$ cat src/rtl/booth_arbiter.sv
// booth_arbiter: arbitrates four voting booths onto one set of saturating tallies.
// A vote moves OPEN -> GRANT (booth and candidate latched) -> COMMIT (tallied, acked).
// Optional feature macro: BOOTH_RR_ARB_EN selects round-robin arbitration;
// when it is undefined, booth 0 has fixed highest priority.
module booth_arbiter #(
    parameter int CW = 8
) (
    input  logic          clk,
    input  logic          reset,
    input  logic          open,
    input  logic          close,
    input  logic          clear,
    input  logic [3:0]    req,
    input  logic [7:0]    cand,
    output logic [3:0]    ack,
    output logic          session_open,
    output logic          busy,
    output logic [CW-1:0] count1,
    output logic [CW-1:0] count2,
    output logic [CW-1:0] count3,
    output logic [CW-1:0] count4,
    output logic [CW+1:0] total,
    output logic          sat,
    output logic [2:0]    state_dbg
);

    typedef enum logic [2:0] {
        S_IDLE   = 3'b000,
        S_OPEN   = 3'b001,
        S_GRANT  = 3'b010,
        S_COMMIT = 3'b011,
        S_CLOSED = 3'b100
    } state_t;

    state_t               state;
    state_t               state_nxt;
    logic                 grant_go;
    logic [1:0]           win;
    logic [1:0]           booth_q;
    logic [1:0]           cand_q;
    logic                 close_seen;
    logic [3:0][CW-1:0]   tally;
    logic                 admin_clear;

    // A tally sticks at its maximum once reached; callers detect that case for sat.
    function automatic logic [CW-1:0] tally_inc(input logic [CW-1:0] v);
        return (&v) ? v : v + 1'b1;
    endfunction

    // The running total saturates independently of the per-candidate tallies.
    function automatic logic [CW+1:0] total_inc(input logic [CW+1:0] v);
        return (&v) ? v : v + 1'b1;
    endfunction

`ifdef BOOTH_RR_ARB_EN
    logic [1:0] rr_last;

    // Search begins one past the last granted booth and wraps 3 -> 0.
    function automatic logic [1:0] pick_rr(input logic [3:0] r, input logic [1:0] last);
        logic [1:0] idx;
        logic [1:0] sel;
        logic       found;
        sel   = 2'd0;
        found = 1'b0;
        for (int k = 1; k <= 4; k++) begin
            idx = last + 2'(k);
            if (!found && r[idx]) begin
                sel   = idx;
                found = 1'b1;
            end
        end
        return sel;
    endfunction

    assign win = pick_rr(req, rr_last);

    // Pointer follows the booth that has just been granted.
    always_ff @(posedge clk or posedge reset) begin
        if (reset)
            rr_last <= 2'd3;
        else if (grant_go)
            rr_last <= win;
    end
`else
    // Lowest-numbered requesting booth wins.
    function automatic logic [1:0] pick_fixed(input logic [3:0] r);
        if (r[0])      return 2'd0;
        else if (r[1]) return 2'd1;
        else if (r[2]) return 2'd2;
        else           return 2'd3;
    endfunction

    assign win = pick_fixed(req);
`endif

    // Session control: close beats open and req while OPEN; unknown codes recover to IDLE.
    always_comb begin
        state_nxt = state;
        grant_go  = 1'b0;
        case (state)
            S_IDLE: begin
                if (open)
                    state_nxt = S_OPEN;
            end
            S_OPEN: begin
                if (close) begin
                    state_nxt = S_CLOSED;
                end else if (|req) begin
                    state_nxt = S_GRANT;
                    grant_go  = 1'b1;
                end
            end
            S_GRANT: begin
                state_nxt = S_COMMIT;
            end
            S_COMMIT: begin
                if (close_seen || close)
                    state_nxt = S_CLOSED;
                else
                    state_nxt = S_OPEN;
            end
            S_CLOSED: begin
                if (open)
                    state_nxt = S_OPEN;
            end
            default: begin
                state_nxt = S_IDLE;
            end
        endcase
    end

    // State register.
    always_ff @(posedge clk or posedge reset) begin
        if (reset)
            state <= S_IDLE;
        else
            state <= state_nxt;
    end

    // Latch the winning booth and its code on entry to GRANT; later req changes cannot alter it.
    always_ff @(posedge clk or posedge reset) begin
        if (reset) begin
            booth_q <= 2'd0;
            cand_q  <= 2'd0;
        end else if (grant_go) begin
            booth_q <= win;
            cand_q  <= cand[{win, 1'b0} +: 2];
        end
    end

    // Remember a close seen during GRANT so COMMIT can route to CLOSED.
    always_ff @(posedge clk or posedge reset) begin
        if (reset)
            close_seen <= 1'b0;
        else if (state == S_GRANT)
            close_seen <= close;
    end

    assign admin_clear = clear && ((state == S_IDLE) || (state == S_CLOSED));

    // Tallies: zeroed by clear only while no session is running, bumped at the end of COMMIT.
    always_ff @(posedge clk or posedge reset) begin
        if (reset) begin
            tally <= '0;
            total <= '0;
            sat   <= 1'b0;
        end else if (admin_clear) begin
            tally <= '0;
            total <= '0;
            sat   <= 1'b0;
        end else if (state == S_COMMIT) begin
            tally[cand_q] <= tally_inc(tally[cand_q]);
            total         <= total_inc(total);
            if (&tally[cand_q])
                sat <= 1'b1;
        end
    end

    // Ack is decoded from the registered state, so a reset during COMMIT removes it at once.
    assign ack          = (state == S_COMMIT) ? (4'b0001 << booth_q) : 4'b0000;
    assign session_open = (state == S_OPEN) || (state == S_GRANT) || (state == S_COMMIT);
    assign busy         = (state == S_GRANT) || (state == S_COMMIT);
    assign state_dbg    = state;
    assign count1       = tally[0];
    assign count2       = tally[1];
    assign count3       = tally[2];
    assign count4       = tally[3];

endmodule

$ cat config.mk
export PLATFORM = sky130hd
export DESIGN_NAME = booth_arbiter
export DESIGN_NICKNAME = d
export VERILOG_FILES = /design/src/rtl/booth_arbiter.sv
export SDC_FILE = /design/constraint.sdc
export NUM_CORES = 1
export LEC_CHECK = 0
export CORE_ASPECT_RATIO = 2
export CORE_UTILIZATION = 38
export CTS_CLUSTER_DIAMETER = 120
export DETAILED_ROUTE_END_ITERATION = 10
export PLACE_DENSITY = 0.67
export SLEW_MARGIN = 25
export SYNTH_ARGS = -nofsm -noshare
export SYNTH_HDL_FRONTEND = slang
export SYNTH_SLANG_ARGS = --single-unit
$ cat constraint.sdc
create_clock -name clk -period 2.4 [get_ports clk]
set_input_delay 0.72 -clock clk [delete_from_list [all_inputs] [get_ports clk]]
set_output_delay 0.72 -clock clk [all_outputs]
set_load 0.005 [all_outputs]
==> results.py <==
metrics = {
    "routing": {
        "ant_nets": 0,
        "postRouteWirelength_mm": 7.69,
        "drt_iter0_markers": 100,
        "post-route-drc-count": 0,
        "drtPass1Iterations": 5,
        "wl_per_cell_um": 16.8,
        "via_per_inst": 5.53,
        "vias": 2529,
    },
    "timing": {
        "rsz0062_at_grt": "no",
        "max_freq_mhz": 430,
        "finClkSkew_ns": 0.00813,
        "final-max-slew-violation-count": 0,
        "final-setup-viol-count": 0,
        "fin_setup_tns_ns": 0,
        "finalCritPeriodShare_pct": 97.0,
        "fin_ws_ns": 0.0727,
        "tightest_slew_ns": 0.681,
        "hold_violations": 0,
        "max_slew_margin_pct": 54.4,
        "fin_crit_ns": 2.33,
    },
    "yosys": {
        "synth.most_common_cell": "dfrtp_1",
        "ys_async_sr_fraction_pct": 100,
        "synth_cell_type_count": 48,
        "synth_top_cell_area_share_pct": 45.3,
        "synth_area_leaders": "dfrtp_1 45%, a22o_1 5.0%, nand2_1 3.9%, mux4_1 3.7%, mux4_2 3.2%",
        "synth_fp_nets": 284,
        "synthCells": 265,
        "netlist_top_cells_count": "51 x dfrtp_1, 29 x nand2_1, 23 x nor2_1, 17 x a21oi_1, 16 x a22o_1",
        "synth_area_leader_cell": "dfrtp_1",
        "yosysSeqAreaShare_pct": 45.3,
        "synthFlopType": "dfrtp_1",
        "syn-cell-area_um2": 2820,
        "synth_edf_count": 0,
        "synth_area_per_cell_um2": 10.6,
        "synth_warnings": 0,
        "ys_ff_latch": 51,
    },
    "cts": {
        "clock_latency_ns": 0.30,
        "hold_buffers": 0,
        "cts_tree": "yes",
        "clock_path_buffers": 2,
        "root_buffer": "clkbuf_16",
        "cts_buffers": 5,
        "h-tree-depth": 2,
        "cts.sinks": 51,
        "clkTransAtPathRegs_ns": 0.06,
    },
    "critical_path": {
        "end_kind": "output pin",
        "critPathRequiredTime_ns": 1.68,
        "cp-start-kind": "flop",
        "crit_family": "buffers and inverters",
        "path_cells": "nand3b_4 -> nor3_1 -> clkdlybuf4s50_1",
        "slowest_stage": "clkdlybuf4s50_1",
        "path_class": "flop to output pin",
        "slowest_delay_ns": 0.55,
        "critPathBufInv": 1,
        "cp.arrival_ns": 1.61,
        "worstPathMaxFanout": 5,
    },
    "run_status": {
        "outcome": "finished clean",
    },
    "placement": {
        "dp.cells": 442,
        "dp_hpwl_mm": 5.58,
        "place_ws_ns": 0.0708,
        "port_buffers": 68,
        "gp_congestion": 0.888,
    },
    "floorplanning": {
        "die_y_um": 124,
        "io-pin-count": 69,
        "dieArea_um2": 7780,
        "core_area_um2": 7210,
        "fp.dieW_um": 62.9,
        "initial_utilization_pct": 39.1,
        "rows": 44,
    },
    "min_path": {
        "timing.hold.worst.class": "flop to flop",
    },
    "layout": {
        "fin_cells": 457,
        "drive_above_1_share_pct": 19.5,
        "area_growth_pct": 42.0,
        "num-nets-final": 383,
        "diodes": 0,
    },
    "pwr": {
        "vdd_drop_max_v": 0.000693,
        "leakage_nw": 1.78,
        "p_per_area_nw_per_um2": 757,
    },
    "global_routing": {
        "antenna_found_initial": 0,
        "grt_pass1_vias": 2550,
        "grt.overflow.total": 0,
        "grt_first_pass_wirelength_mm": 12.4,
        "grt.total_usage_pct": 20.8,
        "grt_max_degree": 52,
    },
    "flow_run": {
        "cap_violations": 0,
    },
}
-- worst paths after layout --
kind	slack, ns	from	depth (start not counted)	end
max in group asynchronous	1.37	reset	3	state_dbg[2]$_DFFE_PP0P_
max	0.07	state_dbg[2]$_DFFE_PP0P_	3	ack[0]
max reg2reg	0.13	cand_q[0]$_DFFE_PP0P_	7	count1[3]$_DFFE_PP0P_
min	0.51	sat$_DFFE_PP0P_	1	sat$_DFFE_PP0P_
min reg2reg	0.51	sat$_DFFE_PP0P_	1	sat$_DFFE_PP0P_
min in group asynchronous	0.79	reset	3	booth_q[0]$_DFFE_PP0P_
-- sequential cells by signal (all words and copies together) (netlist names) --
signal / flops
booth_q: 2
cand_q: 2
close_seen: 1
count1: 8
count2: 8
count3: 8
count4: 8
sat: 1
state_dbg: 3
total: 10
-- stage by stage --
step	util [%]	area, µm²	total power [W]	hold WS, ns
5_1_grt	55.5	4000	0.00319	0.522
3_3_place_gp	52.2	3760	0.00220	0.480
2_1_floorplan	-	2820	0.00167	0.487
6_report	55.5	4000	0.00303	0.510
4_1_cts	55.0	3970	0.00303	0.506
3_5_place_dp	52.2	3760	0.00221	0.486
-- layout by cell type (no fill, tap or decap), drive strengths merged, types with 4 or more instances in the layout --
cell,n
mux2i,6
a221o,4
nor3b,5
nor2,23
buf,33
a211oi,4
mux4,8
o21ai,12
and2,7
clkdlybuf4s50,65
nand3,7
clkbuf,6
and3,7
nor2b,5
xnor2,4
dfrtp,51
inv,5
nand2,29
nand3b,9
a22o,16
a21oi,17
o211ai,6
a31oi,4
-- routing by layer --
layer | share of wire [%] | wire length (µm) | GRT usage, %
met1 | 38 | 2950 | 23.3
met2 | 55 | 4200 | 37.5
met3 | 4.0 | 305 | 3.21
met4 | 3.0 | 229 | 11.2
met5 | 0 | 0 | 0
-- what timing repair did --
action,4_1_cts,5_1_grt
endpoints found under the setup margin,4,19
gates resized for setup,7,5
pin swaps,0,1
setup buffers,5,2
-- kinds of logic (layout without fill, tap and decap cells) --
kind of cell	after synthesis	after routing	synth area share, %
AOI/OAI and AO/OA	73	73	18.9
adders and majority gates	2	2	0.888
muxes	16	16	9.86
buffers and inverters	14	114	2.66
and+or+nand+nor	104	104	20.6
DFF	51	51	45.3
xor gates and xnor gates	5	5	1.82
-- report_power, final --
part	switching (W)	leakage, nW	internal [W]
clock network	0.000334	0.0731	0.000417
logic	0.000546	1.02	0.000617
registers	0.000141	0.691	0.000973
total	0.00102	1.78	0.00201
-- area by class of cell --
type	count	area (µm²)
clock inverter	2	16.3
inverter	5	18.8
tap	92	115
clock buffer	6	139
timing repair buffer	101	948
sequential	51	1280
fill	637	3210
multi-input combinational	200	1480
(Power assumes the default switching activity.)
